<file path="config.mk">
export PLATFORM = sky130hd
export DESIGN_NAME = simon_host_bridge_flat
export DESIGN_NICKNAME = d
export VERILOG_FILES = /design/src/rtl/simon_host_bridge_if.sv /design/src/rtl/simon_host_bridge.sv /design/src/flat_wrapper.sv
export SDC_FILE = /design/constraint.sdc
export NUM_CORES = 1
export LEC_CHECK = 0
export CAP_MARGIN = 5
export CORE_UTILIZATION = 45
export CTS_CLUSTER_DIAMETER = 100
export DETAILED_ROUTE_END_ITERATION = 16
export MAX_ROUTING_LAYER = met4
export PLACE_DENSITY = 0.78
export REMOVE_ABC_BUFFERS = 1
export SKIP_LAST_GASP = 1
export SYNTH_ARGS = -nofsm -noshare
export SYNTH_HDL_FRONTEND = slang
export SYNTH_SLANG_ARGS = --single-unit
</file>
<file path="constraint.sdc">
create_clock -name clk -period 1.8 [get_ports clk]
set_input_delay 0.45 -clock clk [delete_from_list [all_inputs] [get_ports clk]]
set_output_delay 0.45 -clock clk [all_outputs]
set_load 0.02 [all_outputs]
</file>
<file path="src/rtl/simon_host_bridge_if.sv">
`default_nettype none
// ============================================================================
// Module   : simon_host_bridge_if
// Brief    : Host byte streams plus SIMON core key/data handshake bundle.
// Revision : 1.0
// ============================================================================
interface simon_host_bridge_if #(
    parameter int N = 48,
    parameter int M = 2
);
    logic                in_valid;
    logic                in_ready;
    logic [7:0]          in_byte;
    logic                out_valid;
    logic                out_ready;
    logic [7:0]          out_byte;
    logic                newKey;
    logic [M-1:0][N-1:0] KEY;
    logic                loadKey;
    logic                doneKey;
    logic                newData;
    logic                enc_dec;
    logic [1:0][N-1:0]   blockOUT;
    logic                loadData;
    logic                doneData;
    logic [1:0][N-1:0]   resData;
    logic                readData;
    logic                key_ok;
    logic                busy;
    logic                err;

    // master: the bridge itself; slave: host shim plus cipher core
    modport master (
        input  in_valid, in_byte, out_ready, loadKey, doneKey, loadData, doneData, resData,
        output in_ready, out_valid, out_byte, newKey, KEY, newData, enc_dec, blockOUT,
               readData, key_ok, busy, err
    );

    modport slave (
        output in_valid, in_byte, out_ready, loadKey, doneKey, loadData, doneData, resData,
        input  in_ready, out_valid, out_byte, newKey, KEY, newData, enc_dec, blockOUT,
               readData, key_ok, busy, err
    );
endinterface
`default_nettype wire

</file>
<file path="src/rtl/simon_host_bridge.sv">
`default_nettype none
// ============================================================================
// Module   : simon_host_bridge
// Brief    : Byte-serial command front end driving the SIMON 96/96 core.
// Revision : 1.0
// ============================================================================
module simon_host_bridge #(
    parameter int N = 48,
    parameter int M = 2
) (
    input  wire logic            clk,
    input  wire logic            R,
    simon_host_bridge_if.master  bus
);
    localparam int c_KEY_W     = M * N;
    localparam int c_BLK_W     = 2 * N;
    localparam int c_SR_W      = (c_KEY_W > c_BLK_W) ? c_KEY_W : c_BLK_W;
    localparam int c_KEY_BYTES = c_KEY_W / 8;
    localparam int c_BLK_BYTES = c_BLK_W / 8;
    localparam int c_MAX_BYTES = (c_KEY_BYTES > c_BLK_BYTES) ? c_KEY_BYTES : c_BLK_BYTES;
    localparam int c_CNT_W     = $clog2(c_MAX_BYTES);

    localparam logic [3:0] c_ST_CMD      = 4'd0;
    localparam logic [3:0] c_ST_RX_KEY   = 4'd1;
    localparam logic [3:0] c_ST_RX_BLK   = 4'd2;
    localparam logic [3:0] c_ST_DROP     = 4'd3;
    localparam logic [3:0] c_ST_KEY_REQ  = 4'd4;
    localparam logic [3:0] c_ST_KEY_WAIT = 4'd5;
    localparam logic [3:0] c_ST_DAT_REQ  = 4'd6;
    localparam logic [3:0] c_ST_DAT_WAIT = 4'd7;
    localparam logic [3:0] c_ST_ACK      = 4'd8;
    localparam logic [3:0] c_ST_TX       = 4'd9;

    logic [3:0]         r_state;
    logic [3:0]         w_state_nxt;
    logic [c_CNT_W-1:0] r_cnt;
    logic [c_SR_W-1:0]  r_sr;
    logic [c_SR_W-1:0]  w_sr_nxt;
    logic [c_KEY_W-1:0] r_key;
    logic [c_BLK_W-1:0] r_blk;
    logic [c_BLK_W-1:0] r_res;
    logic               r_enc;
    logic               r_key_ok;
    logic               r_err;

    logic w_in_ready;
    logic w_out_valid;
    logic w_new_key;
    logic w_new_data;
    logic w_read_data;
    logic w_in_fire;
    logic w_out_fire;
    logic w_key_last;
    logic w_blk_last;
    logic w_rx_last;
    logic w_cmd_blk;

    assign w_in_fire  = bus.in_valid && w_in_ready;
    assign w_out_fire = w_out_valid && bus.out_ready;
    assign w_key_last = (r_cnt == c_CNT_W'(c_KEY_BYTES - 1));
    assign w_blk_last = (r_cnt == c_CNT_W'(c_BLK_BYTES - 1));
    assign w_rx_last  = (r_state == c_ST_RX_KEY) ? w_key_last : w_blk_last;
    assign w_cmd_blk  = (bus.in_byte == 8'h02) || (bus.in_byte == 8'h03);
    // First payload byte ends up in the most significant byte
    assign w_sr_nxt   = {r_sr[c_SR_W-9:0], bus.in_byte};

    always_ff @(posedge clk) begin
        if (R) begin
            r_state <= c_ST_CMD;
        end else begin
            r_state <= w_state_nxt;
        end
    end

    always_comb begin
        w_state_nxt = r_state;
        case (r_state)
            c_ST_CMD: begin
                if (w_in_fire) begin
                    if (bus.in_byte == 8'h01) begin
                        w_state_nxt = c_ST_RX_KEY;
                    end else if (w_cmd_blk) begin
                        w_state_nxt = r_key_ok ? c_ST_RX_BLK : c_ST_DROP;
                    end
                end
            end
            c_ST_RX_KEY:   if (w_in_fire && w_key_last) w_state_nxt = c_ST_KEY_REQ;
            c_ST_RX_BLK:   if (w_in_fire && w_blk_last) w_state_nxt = c_ST_DAT_REQ;
            c_ST_DROP:     if (w_in_fire && w_blk_last) w_state_nxt = c_ST_CMD;
            c_ST_KEY_REQ:  if (bus.loadKey)  w_state_nxt = c_ST_KEY_WAIT;
            c_ST_KEY_WAIT: if (bus.doneKey)  w_state_nxt = c_ST_CMD;
            c_ST_DAT_REQ:  if (bus.loadData) w_state_nxt = c_ST_DAT_WAIT;
            c_ST_DAT_WAIT: if (bus.doneData) w_state_nxt = c_ST_ACK;
            c_ST_ACK:      w_state_nxt = c_ST_TX;
            c_ST_TX:       if (w_out_fire && w_blk_last) w_state_nxt = c_ST_CMD;
            default:       w_state_nxt = c_ST_CMD;
        endcase
    end

    always_comb begin
        w_in_ready  = 1'b0;
        w_new_key   = 1'b0;
        w_new_data  = 1'b0;
        w_read_data = 1'b0;
        w_out_valid = 1'b0;
        case (r_state)
            c_ST_CMD, c_ST_RX_KEY, c_ST_RX_BLK, c_ST_DROP: w_in_ready = !R;
            c_ST_KEY_REQ: w_new_key   = 1'b1;
            c_ST_DAT_REQ: w_new_data  = 1'b1;
            c_ST_ACK:     w_read_data = 1'b1;
            c_ST_TX:      w_out_valid = 1'b1;
            default:      ;
        endcase
    end

    always_ff @(posedge clk) begin
        if (R) begin
            r_cnt    <= '0;
            r_sr     <= '0;
            r_key    <= '0;
            r_blk    <= '0;
            r_res    <= '0;
            r_enc    <= 1'b0;
            r_key_ok <= 1'b0;
            r_err    <= 1'b0;
        end else begin
            case (r_state)
                c_ST_CMD: begin
                    r_cnt <= '0;
                    if (w_in_fire && bus.in_byte != 8'h01) begin
                        if (w_cmd_blk && r_key_ok) begin
                            r_enc <= (bus.in_byte == 8'h02);
                        end else begin
                            r_err <= 1'b1;
                        end
                    end
                end
                c_ST_RX_KEY, c_ST_RX_BLK, c_ST_DROP: begin
                    if (w_in_fire) begin
                        r_sr  <= w_sr_nxt;
                        r_cnt <= w_rx_last ? '0 : r_cnt + 1'b1;
                        if (r_state == c_ST_RX_KEY && w_key_last) begin
                            r_key    <= w_sr_nxt[c_KEY_W-1:0];
                            r_key_ok <= 1'b0;
                        end
                        if (r_state == c_ST_RX_BLK && w_blk_last) begin
                            r_blk <= w_sr_nxt[c_BLK_W-1:0];
                        end
                    end
                end
                c_ST_KEY_WAIT: if (bus.doneKey) r_key_ok <= 1'b1;
                c_ST_DAT_WAIT: if (bus.doneData) r_res <= bus.resData;
                c_ST_ACK:      r_cnt <= '0;
                c_ST_TX: begin
                    if (w_out_fire) begin
                        r_res <= {r_res[c_BLK_W-9:0], 8'h00};
                        r_cnt <= w_blk_last ? '0 : r_cnt + 1'b1;
                    end
                end
                default: ;
            endcase
        end
    end

    assign bus.in_ready  = w_in_ready;
    assign bus.out_valid = w_out_valid;
    assign bus.out_byte  = w_out_valid ? r_res[c_BLK_W-1 -: 8] : 8'h00;
    assign bus.newKey    = w_new_key;
    assign bus.KEY       = r_key;
    assign bus.newData   = w_new_data;
    assign bus.enc_dec   = r_enc;
    assign bus.blockOUT  = r_blk;
    assign bus.readData  = w_read_data;
    assign bus.key_ok    = r_key_ok;
    assign bus.busy      = (r_state != c_ST_CMD);
    assign bus.err       = r_err;
endmodule
`default_nettype wire

</file>
<file path="src/flat_wrapper.sv">
// flat-port wrapper written by rule: the top's interface ports become plain ports
module simon_host_bridge_flat 
#(
    parameter int N = 48,
    parameter int M = 2
)
  (clk, R, bus_in_valid, bus_in_byte, bus_out_ready, bus_loadKey, bus_doneKey, bus_loadData, bus_doneData, bus_resData, bus_in_ready, bus_out_valid, bus_out_byte, bus_newKey, bus_KEY, bus_newData, bus_enc_dec, bus_blockOUT, bus_readData, bus_key_ok, bus_busy, bus_err);
  simon_host_bridge_if #(.N(N), .M(M)) bus_i ();
  input  wire logic clk;
  input  wire logic R;
  input wire logic [$bits(bus_i.in_valid)-1:0] bus_in_valid;
  input wire logic [$bits(bus_i.in_byte)-1:0] bus_in_byte;
  input wire logic [$bits(bus_i.out_ready)-1:0] bus_out_ready;
  input wire logic [$bits(bus_i.loadKey)-1:0] bus_loadKey;
  input wire logic [$bits(bus_i.doneKey)-1:0] bus_doneKey;
  input wire logic [$bits(bus_i.loadData)-1:0] bus_loadData;
  input wire logic [$bits(bus_i.doneData)-1:0] bus_doneData;
  input wire logic [$bits(bus_i.resData)-1:0] bus_resData;
  output wire logic [$bits(bus_i.in_ready)-1:0] bus_in_ready;
  output wire logic [$bits(bus_i.out_valid)-1:0] bus_out_valid;
  output wire logic [$bits(bus_i.out_byte)-1:0] bus_out_byte;
  output wire logic [$bits(bus_i.newKey)-1:0] bus_newKey;
  output wire logic [$bits(bus_i.KEY)-1:0] bus_KEY;
  output wire logic [$bits(bus_i.newData)-1:0] bus_newData;
  output wire logic [$bits(bus_i.enc_dec)-1:0] bus_enc_dec;
  output wire logic [$bits(bus_i.blockOUT)-1:0] bus_blockOUT;
  output wire logic [$bits(bus_i.readData)-1:0] bus_readData;
  output wire logic [$bits(bus_i.key_ok)-1:0] bus_key_ok;
  output wire logic [$bits(bus_i.busy)-1:0] bus_busy;
  output wire logic [$bits(bus_i.err)-1:0] bus_err;
  assign bus_i.in_valid = bus_in_valid;
  assign bus_i.in_byte = bus_in_byte;
  assign bus_i.out_ready = bus_out_ready;
  assign bus_i.loadKey = bus_loadKey;
  assign bus_i.doneKey = bus_doneKey;
  assign bus_i.loadData = bus_loadData;
  assign bus_i.doneData = bus_doneData;
  assign bus_i.resData = bus_resData;
  assign bus_in_ready = bus_i.in_ready;
  assign bus_out_valid = bus_i.out_valid;
  assign bus_out_byte = bus_i.out_byte;
  assign bus_newKey = bus_i.newKey;
  assign bus_KEY = bus_i.KEY;
  assign bus_newData = bus_i.newData;
  assign bus_enc_dec = bus_i.enc_dec;
  assign bus_blockOUT = bus_i.blockOUT;
  assign bus_readData = bus_i.readData;
  assign bus_key_ok = bus_i.key_ok;
  assign bus_busy = bus_i.busy;
  assign bus_err = bus_i.err;
  simon_host_bridge #(.N(N), .M(M)) u_core (.clk(clk), .R(R), .bus(bus_i));
endmodule
</file>
==> parameters.txt <==
Parameter                              Value

Layout
  Final cell count without fillers ... 2660
  Ratio of cells with drive above 1 in the final layout ... 15.1%
  Area growth syn-to-layout ... 49.9%
  NumNets Final ... 2342

Logic synthesis
  Yosys top cell by area ... sky130_fd_sc_hd__dfxtp_1
  Mean instance size in the synthesized netlist ... 7.81 sq um
  Most used flip-flop cell after synthesis ... sky130_fd_sc_hd__dfxtp_1
  Mapped cell area ... 0.0145 sq mm
  Top cell type's share of synthesized area ... 53.6%
  Syn Inst Count ... 1851
  Number of different library cells in the post-synthesis netlist ... 46
  Fraction of the yosys area taken by sequential cells ... 53.6%
  Flop and latch count out of synthesis ... 387
  Synth async-reset ratio ... 0%
  Synthesis warning total ... 0
  Number of enable flip-flop cells after synthesis ... 0
  Largest cells by area after synthesis ... sky130_fd_sc_hd__dfxtp_1, sky130_fd_sc_hd__nand2_1, sky130_fd_sc_hd__a21oi_1
  Top cells by instance count after synthesis ... sky130_fd_sc_hd__nand2_1, sky130_fd_sc_hd__dfxtp_1, sky130_fd_sc_hd__a21oi_1
  Most instantiated library cell after synthesis ... sky130_fd_sc_hd__nand2_1

Critical path
  Worst Path Arrival ... 2.59 ns
  Endpoint kind of the worst setup timing path ... flop
  Largest fanout on the critical path ... 19
  Worst path required time ... 2.23 ns
  Nature of the critical path startpoint ... flop
  Critical path class ... reg -> reg

Detailed routing
  Via-per-instance ratio ... 5.69
  Violation count after the first detailed-route iteration ... 1707
  Number of iterations in the first detailed-routing pass ... 7
  DRC violation count after routing ... 0
  Number of nets still failing antenna checks after routing ... 0
  Via Count ... 15100
  Overall routed net length ... 50.8 mm
  Final routed wire length divided by cell count ... 19.1 microns

Timing
  Final-layout worst hold slack ... 0.300 ns
  Max-slew violation count ... 0
  Final Hold Viols ... 0
  Final worst clock skew ... 0.0135 ns
  Headroom to the max-slew limit ... 31.2%
  Setup repair after global routing missed its margin ... true
  Fraction of the cycle the final worst path needs ... 120%
  Measured slew at the worst slew-check pin ... 1.03 ns
  Setup WS post-layout ... -0.362 ns
  Max Clk Rate ... 463 MHz
  Setup-violating endpoint count in the final report ... 495
  Final min period ... 2.16 ns

Clock tree
  Clock Latency Late Sink ... 0.53 ns
  Quantity of hold-fixing buffers added after cts ... 0
  Clock tree from TritonCTS ... yes
  CTS clock-pin slew for the worst setup and hold paths ... 0.06 ns
  Clock sink total ... 387
  Number of buffers on the longest clock path ... 3
  Root Buffer Master ... sky130_fd_sc_hd__clkbuf_16
  Number of CTS-inserted buffers ... 40
  Count of H-tree levels built during CTS ... 2

Floorplan
  Vert. Die Dim ... 181 microns
  Core outline area ... 0.0316 sq mm
  Die area ... 0.0328 sq mm
  Horiz. Die Dim ... 181 microns
  I/O pins ... 321
  Initial core utilization ... 45.8%
  # rows ... 65

GRT
  Number of global-route vias before repair ... 13200
  Aggregate global-route resource usage ... 26.5%
  First-pass GRT wire length ... 68.7 mm
  Global route total overflow ... 0
  Initial antenna violation count ... 3
  Pin count of the biggest net entering global routing ... 210

Place
  HPWL reported at the end of detailed placement ... 26.4 mm
  Port Buf Inserts ... 320
  Final RePlAce weighted congestion ... 0.902
  Placed Cells incl. Taps ... 2506

Power and ir drop
  Fraction of power spent switching nets ... 25.6%
  Leak ... 7.59 nW
  Sequential share of power ... 45.0%
  Net switching power figure ... 0.00494 W
  Design internal power ... 0.0144 W
  Share of power burned in the clock network ... 40.6%
  Peak supply drop ... 940 uV
  Pwr per Cell Area ... 892 mW/mm^2
  Portion of total power attributed to combinational logic ... 14.4%

Min path
  Worst hold-check path type ... in -> reg

Run status
  Failing checks ... setup timing
  Outcome ... complete, but fails checks

Flow run
  Number of max-capacitance violations reported ... 0
-- power groups by stage --
| stage | clock network (W) | registers, W | logic, W |
|---|---|---|---|
| final | 0.00785 | 0.00869 | 0.00279 |
| after global routing | 0.00825 | 0.00869 | 0.00292 |
| after CTS | 0.00788 | 0.00869 | 0.00246 |
| after detailed placement | 0 | 0.00887 | 0.00223 |
| after global placement | 0 | 0.00887 | 0.00219 |
| after floorplan | 0 | 0.00891 | 0.000791 |
-- path summary, 6_finish.rpt --
check / start / endpoint / slack [ns] / cells after the start
min reg2reg: u_core.r_res[5] / u_core.r_res[5] / 0.45 / 2
max reg2reg: u_core.r_state[2] / u_core.bus.KEY[47] / -0.36 / 8
min: R / u_core.bus.blockOUT[12] / 0.30 / 3
max: u_core.r_state[2] / u_core.bus.KEY[47] / -0.36 / 8
-- registers in the layout (all words and copies together), names as in the netlist --
| register | cells |
|---|---|
| u_core.bus.KEY | 96 |
| u_core.bus.blockOUT | 96 |
| u_core.bus.enc_dec | 1 |
| u_core.bus.err | 1 |
| u_core.bus.key_ok | 1 |
| u_core.r_cnt | 4 |
| u_core.r_res | 96 |
| u_core.r_sr | 88 |
| u_core.r_state | 4 |
-- area by class of cell --
cell class,count,area (sq um)
antenna,3,7.51
clock buffer,58,1160
clock inverter,10,65.1
fill,2344,9890
inverter,3,16.3
multi-input combinational,1315,6530
sequential,387,7750
tap,402,503
timing repair buffer,482,5630
-- what timing repair did --
action / in CTS / in global routing
pin swaps: 16 / 70
resized for setup: 147 / 126
buffers inserted: 18 / 22
setup endpoints to repair: 531 / 594
gates cloned: 15 / 35
-- per-stage QoR --
stage / total power (W) / utilization (%) / worst slack [ns] / area [sq um] / TNS [ns]
detailed placement: 0.0111 / 58.3 / -0.691 / 18400 / -191.15
floorplan: 0.00970 / - / -3.67 / 13800 / -803.05
global placement: 0.0111 / 58.3 / -0.640 / 18400 / -175.37
finish: 0.0193 / 68.7 / -0.362 / 21700 / -89.26
CTS: 0.0190 / 64.5 / -0.275 / 20400 / -84.99
global route: 0.0199 / 68.7 / -0.411 / 21700 / -112.89
-- per-layer routing --
metal / up-vias / global-route usage, % / share of wire (%)
li1: 6909 / - / -
met1: 7149 / 33.4 / 40
met2: 898 / 41.7 / 47
met3: 172 / 4.27 / 8.9
met4: 0 / 12.5 / 4.5
met5: - / - / 0
-- kinds of logic (layout without fill, tap and decap cells) --
group           Yosys count  after routing  share of synthesized area, %
mux                       3              3                         0.208
compound gates          398            398                          16.3
buf+inv                 153            553                          4.85
flops                   387            387                          53.6
other cells               0              3                             0
simple gates            909            913                          24.9
fa+ha+maj                 1              1                        0.0866
-- critical path, cell delays in order (launching register included) --
cell	delay, ns
sky130_fd_sc_hd__dfxtp_2	0.33
sky130_fd_sc_hd__buf_6	0.13
sky130_fd_sc_hd__or4b_4	0.52
sky130_fd_sc_hd__nor2_4	0.19
sky130_fd_sc_hd__and4b_4	0.29
sky130_fd_sc_hd__buf_12	0.15
sky130_fd_sc_hd__clkbuf_16	0.20
sky130_fd_sc_hd__nand2_1	0.06
sky130_fd_sc_hd__a21oi_1	0.19
-- cells in the final DEF (no fill, tap or decap), types with 3 or more instances in the layout --
master,count
sky130_fd_sc_hd__a21oi_1,279
sky130_fd_sc_hd__a21oi_2,17
sky130_fd_sc_hd__a311oi_1,64
sky130_fd_sc_hd__a311oi_2,24
sky130_fd_sc_hd__a31oi_1,3
sky130_fd_sc_hd__and2_4,14
sky130_fd_sc_hd__buf_12,31
sky130_fd_sc_hd__buf_16,14
sky130_fd_sc_hd__buf_4,65
sky130_fd_sc_hd__buf_6,37
sky130_fd_sc_hd__buf_8,9
sky130_fd_sc_hd__clkbuf_1,9
sky130_fd_sc_hd__clkbuf_16,61
sky130_fd_sc_hd__clkbuf_8,9
sky130_fd_sc_hd__clkdlybuf4s50_1,304
sky130_fd_sc_hd__clkinv_2,8
sky130_fd_sc_hd__dfxtp_1,383
sky130_fd_sc_hd__dfxtp_2,3
sky130_fd_sc_hd__diode_2,3
sky130_fd_sc_hd__mux2i_1,3
sky130_fd_sc_hd__nand2_1,730
sky130_fd_sc_hd__nand2_2,6
sky130_fd_sc_hd__nand2_4,12
sky130_fd_sc_hd__nand3_1,11
sky130_fd_sc_hd__nor2_1,97
sky130_fd_sc_hd__nor2_2,3
sky130_fd_sc_hd__nor2_4,3
sky130_fd_sc_hd__nor2b_1,3
sky130_fd_sc_hd__o21ai_0,3
(Power assumes the default switching activity.)
==> RTL change 1 (same settings) <==
`M` is set to 2 in 3 places; all go to 1.
--- a/src/rtl/simon_host_bridge_if.sv
+++ b/src/rtl/simon_host_bridge_if.sv
@@ -6,7 +6,7 @@
 // ============================================================================
 interface simon_host_bridge_if #(
     parameter int N = 48,
-    parameter int M = 2
+    parameter int M = 1
 );
     logic                in_valid;
     logic                in_ready;
--- a/src/rtl/simon_host_bridge.sv
+++ b/src/rtl/simon_host_bridge.sv
@@ -6,7 +6,7 @@
 // ============================================================================
 module simon_host_bridge #(
     parameter int N = 48,
-    parameter int M = 2
+    parameter int M = 1
 ) (
     input  wire logic            clk,
     input  wire logic            R,
--- a/src/flat_wrapper.sv
+++ b/src/flat_wrapper.sv
@@ -2,7 +2,7 @@
 module simon_host_bridge_flat 
 #(
     parameter int N = 48,
-    parameter int M = 2
+    parameter int M = 1
 )
   (clk, R, bus_in_valid, bus_in_byte, bus_out_ready, bus_loadKey, bus_doneKey, bus_loadData, bus_doneData, bus_resData, bus_in_ready, bus_out_valid, bus_out_byte, bus_newKey, bus_KEY, bus_newData, bus_enc_dec, bus_blockOUT, bus_readData, bus_key_ok, bus_busy, bus_err);
   simon_host_bridge_if #(.N(N), .M(M)) bus_i ();
Ports: changed (resized bus_KEY); port bits go from 321 to 273. No check against the original RTL was run, so the function may have changed too.
==> RTL change 1 against the unedited design <==
  * Sequential cell count is 48 lower
  * Clock skew up 0.0019 ns
  * Design area down 6.0%
  * Worst setup slack gained 0.0077 ns
  * Largest cell class is now multi-input combinational cells
  * Routed wire length down 8.5%
  * Global-route usage is 0.39 points higher
  * Power fell by 4.4%
  * The flow still finishes with violations (setup timing)
  * Count of clock-buffer cells in the layout shrank 10
  * Area after synthesis down 11%
==> RTL change 1: results (changes against the unedited design) <==
The portion of the post-synthesis area used by sequential elements is 0.526 (-0.0103). In the post-synthesis netlist, the biggest area contributors are sky130_fd_sc_hd__dfxtp_1, sky130_fd_sc_hd__nand2_1, sky130_fd_sc_hd__a21oi_1. Broken down by cell family, the worst path's largest delay share belongs to simple AND/OR/NAND/NOR gates. The iteration-0 DRC count of the detailed router came out at 1,222 (-28%).

The number of setup violations in the final report is 489 (-1.2%). The final worst setup slack came out at -0.354 ns (+0.00773 ns). The share of flip-flops with an asynchronous set or reset is 0 (unchanged).

The iteration count of the initial detailed-routing pass is 5 (-2). The net count of the finished layout came out at 2,108 (-10%). The number of buffers added by the clock tree synthesis step came to 36 (-10%). The count of synthesis-stage warnings from yosys is 0 (unchanged). The clock-pin slew reported for the worst setup and hold paths after clock tree synthesis was 0.06 ns (about the same). The via-per-instance ratio is 5.56 (-2.3%). The checks that failed: setup timing.

The wire length per cell is 19.4 um (+1.3%). The number of H-tree levels came out at 2 (unchanged). The run finished, with violations left. The half-perimeter wire length after placement is 22.4 mm (-15%). The global-route total usage across every layer is 0.269 (+0.00386).

The count of filler cells inserted in the layout is 1,948 (-17%). The fraction of final layout cells sized beyond drive strength 1 is 0.233 (+0.0821). The worst setup skew after layout came out at 0.0155 ns (+0.00192 ns). The clock tree buffer depth is 3 (unchanged). The via count of the first global-routing pass came out at 11,900 (-10%). The critical path data arrival time came out at 2.56 ns (-0.03 ns).

The number of input and output port buffers inserted is 272 (-15%). The tightest min-delay check is of the in2reg type. The post-placement cell count came out at 2,246 (-10%).

The slowest stage cell on the critical path is sky130_fd_sc_hd__dfxtp_4. The clock latency at the later pin of the worst-skew pair was 0.51 ns (-0.02 ns). The most used flip-flop cell after synthesis is sky130_fd_sc_hd__dfxtp_1. The static leakage is 0.00799 uW (+5.2%).

The post-layout instance count excluding filler cells is 2,402 (-9.7%). The tree is rooted in a sky130_fd_sc_hd__clkbuf_16. The largest net degree at the start of global routing came out at 215 (+2.4%). The post-synthesis area per instance came out at 7.77 um^2 (-0.47%). The final setup TNS came out at -71.11 ns (+18.15 ns). The initial antenna violation count came out at 3 (unchanged). The longest individual stage delay on the worst path was 0.37 ns (-0.15 ns). The routability congestion estimate is 0.901 (about the same). The maximum fanout encountered on the critical timing path came to 8 (-11). The worst voltage drop across the vdd grid is 0.792 mV (-16%).

The relative slew slack is 0.179 (-0.134). The count of unique library cells instantiated by Yosys was 55 (+20%). After synthesis, the most frequently instantiated cells are sky130_fd_sc_hd__nand2_1, sky130_fd_sc_hd__dfxtp_1, sky130_fd_sc_hd__a21oi_1. The wire length of the first global-routing pass came out at 61.4 mm (-11%).
[RTL change 1: path summary, 6_finish.rpt]
check	end	start	cells past startpoint	slack, ns
worst min register to register	u_core.bus.blockOUT[83]	u_core.bus.blockOUT[83]	2	0.45
worst max register to register	u_core.r_res[77]	u_core.r_state[2]	9	-0.35
worst min-delay path	u_core.bus.KEY[1]	R	3	0.37
worst max-delay path	u_core.r_res[77]	u_core.r_state[2]	9	-0.35
[RTL change 1: layout make-up]
cell class / count / area (um^2) / share of cell area
diodes: 5 / 12.5 / 0.000615
clock buffers: 48 / 1030 / 0.0505
clock inverters: 15 / 164 / 0.00805
inverters: 4 / 17.5 / 0.000860
multi-input cells: 1184 / 6830 / 0.336
flip-flops and latches: 339 / 6800 / 0.334
well taps: 378 / 473 / 0.0232
repair buffers: 429 / 5030 / 0.247
[RTL change 1: logic make-up (layout without fill, tap and decap cells)]
logic type | Yosys count | count (layout) | share of synthesized area
other | 0 | 5 | 0
buffers and inverters | 140 | 496 | 0.0487
AOI/OAI and AO/OA | 361 | 361 | 0.171
and+or+nand+nor | 815 | 817 | 0.250
muxes | 1 | 1 | 0.000872
DFF | 339 | 339 | 0.526
xor gates and xnor gates | 3 | 3 | 0.00204
adders and majority gates | 2 | 2 | 0.00194
[RTL change 1: power breakdown]
group          internal (uW)  total, uW  switching [uW]
clock network           4450       7530            3080
logic                   1540       3220            1680
registers               7610       7730             120
total                  13600      18500            4880
[RTL change 1: timing repair]
action	in CTS	in global routing
setup buffers	34	24
cloned	22	23
setup endpoints to repair	499	499
pin swaps	50	179
resized for setup	139	368
[RTL change 1: metal layers]
layer / track usage / vias up / part of all wire
li1: - / 6221 / -
met1: 0.333 / 6387 / 0.40
met2: 0.428 / 590 / 0.49
met3: 0.0414 / 149 / 0.063
met4: 0.136 / 0 / 0.045
met5: - / - / 0
[RTL change 1: metrics by stage]
| stage | hold slack [ns] | worst slack (ns) | area (um^2) | total power, uW |
|---|---|---|---|---|
| 2_1_floorplan | 0.426 | -3.56 | 12300 | 8900 |
| 6_report | 0.371 | -0.354 | 20400 | 18500 |
| 4_1_cts | 0.325 | -0.266 | 18500 | 18000 |
| 5_1_grt | 0.361 | -0.394 | 20400 | 19100 |
| 3_3_place_gp | 0.437 | -0.667 | 16200 | 10200 |
| 3_5_place_dp | 0.443 | -0.771 | 16200 | 10300 |
[RTL change 1: tightest hold or removal path: cells and delay by family]
family	cells	cell delay, ns
buf+inv	2	0.34
compound gates	1	0.04
==> RTL change 2 (config.mk and constraints unchanged) <==
Without the edit above. One comparison of `r_cnt` changes from == to >=.
--- a/src/rtl/simon_host_bridge.sv
+++ b/src/rtl/simon_host_bridge.sv
@@ -58,7 +58,7 @@
     assign w_in_fire  = bus.in_valid && w_in_ready;
     assign w_out_fire = w_out_valid && bus.out_ready;
     assign w_key_last = (r_cnt == c_CNT_W'(c_KEY_BYTES - 1));
-    assign w_blk_last = (r_cnt == c_CNT_W'(c_BLK_BYTES - 1));
+    assign w_blk_last = (r_cnt >= c_CNT_W'(c_BLK_BYTES - 1));
     assign w_rx_last  = (r_state == c_ST_RX_KEY) ? w_key_last : w_blk_last;
     assign w_cmd_blk  = (bus.in_byte == 8'h02) || (bus.in_byte == 8'h03);
     // First payload byte ends up in the most significant byte
Check against the original RTL: same outputs for any inputs over 4 cycles, from zero or initial values; that may be too few to reach the edited logic, so the function may still have changed.
==> RTL change 2 against the unedited design <==
  * The run still ends with setup timing left
  * Routed wire length grew 4.1%
  * Design area grew 4.2%
  * Worst setup slack lost 0.050 ns
  * Area after synthesis grew 0.74%
  * Maximum frequency shrank 2.3%
  * Power grew 3.8%
  * Sequential cell count is the same
  * Critical path depth is the same
==> RTL change 2: results (changes against the unedited design) <==
The global routing met3 resource utilization was 0.0403 (-0.00242). The count of filler cells inserted in the layout is 2,235 (-4.7%). The routing usage on met2 was 0.469 (+0.0520). The fraction of final layout cells sized beyond drive strength 1 was 0.209 (+0.0576). The buffers inserted during post-CTS setup optimization is 32 (+14).

The net count of the finished layout came out at 2,386 (+1.9%). The wire length of the first global-routing pass came out at 74.5 mm (+8.4%). The worst setup skew after layout came out at 0.0123 ns (-0.00124 ns). The detailed route wirelength on metal3 was 3.81 mm (-16%).

The largest net degree at the start of global routing is 161 (-23%). The count of clock-net buffers in the final layout was 61 (+5.2%). The final worst setup slack is -0.412 ns (-0.0502 ns). The relative slew slack came out at 0.237 (-0.0755). Ranked by total cell area, the synthesized netlist is headed by sky130_fd_sc_hd__dfxtp_1, sky130_fd_sc_hd__nand2_1, sky130_fd_sc_hd__a21oi_1. The met1 usage in global routing came out at 0.358 (+0.0245).

The critical path data arrival time is 2.61 ns (+0.02 ns). The number of sequential cells came to 387 (unchanged). The checks that failed: setup timing.

The cell-internal power is 15,200 uW (+5.3%). The clock group total power is 8400 uW (+7.0%). After synthesis, the most frequently instantiated cells are sky130_fd_sc_hd__nand2_1, sky130_fd_sc_hd__dfxtp_1, sky130_fd_sc_hd__a21oi_1. The antenna cell count is 0 (-3).

The post-synthesis share of cell area spent on full adders, half adders and majority gates came out at 0.000859 (-0.00000632). The count of buffers not belonging to the clock network in the layout came out at 511 (+6.0%). The switching power share of the total came out at 0.245 (-0.0107).

The area of all sequential standard cells was 0.00776 mm^2 (about the same). The run finished, with violations left. The total wirelength of the detailed-routed design is 52.9 mm (+4.1%). The number of setup violations in the final report was 394 (-20%). The via count of the first global-routing pass was 14,000 (+5.9%).

The multi-input logic cell count is 1,330 (+1.1%). The multi-input logic portion of the cell area came out at 0.317 (+0.0153). The iteration count of the initial detailed-routing pass is 5 (-2). The routability congestion estimate was 0.864 (-4.2%). The iteration-0 DRC count of the detailed router came out at 1,553 (-9.0%).
[RTL change 2: final timing paths]
path / start / to / slack, ns / depth (start not counted)
worst max-delay path: u_core.r_state[1] / u_core.r_state[1] / -0.41 / 8
worst min-delay path: R / u_core.r_cnt[2] / 0.31 / 3
worst max register to register: u_core.r_state[1] / u_core.r_state[1] / -0.41 / 8
worst min register to register: u_core.bus.blockOUT[82] / u_core.bus.blockOUT[82] / 0.45 / 2
[RTL change 2: per-stage QoR]
| stage | hold WS, ns | area, um^2 | instances | setup slack [ns] |
|---|---|---|---|---|
| floorplan | 0.426 | 13900 | 1716 | -4.05 |
| global placement | 0.440 | 18600 | 2528 | -0.494 |
| detailed placement | 0.444 | 18600 | 2528 | -0.498 |
| CTS | 0.285 | 21200 | 2659 | -0.351 |
| global route | 0.311 | 22600 | 2701 | -0.416 |
| finish | 0.313 | 22600 | 2701 | -0.412 |
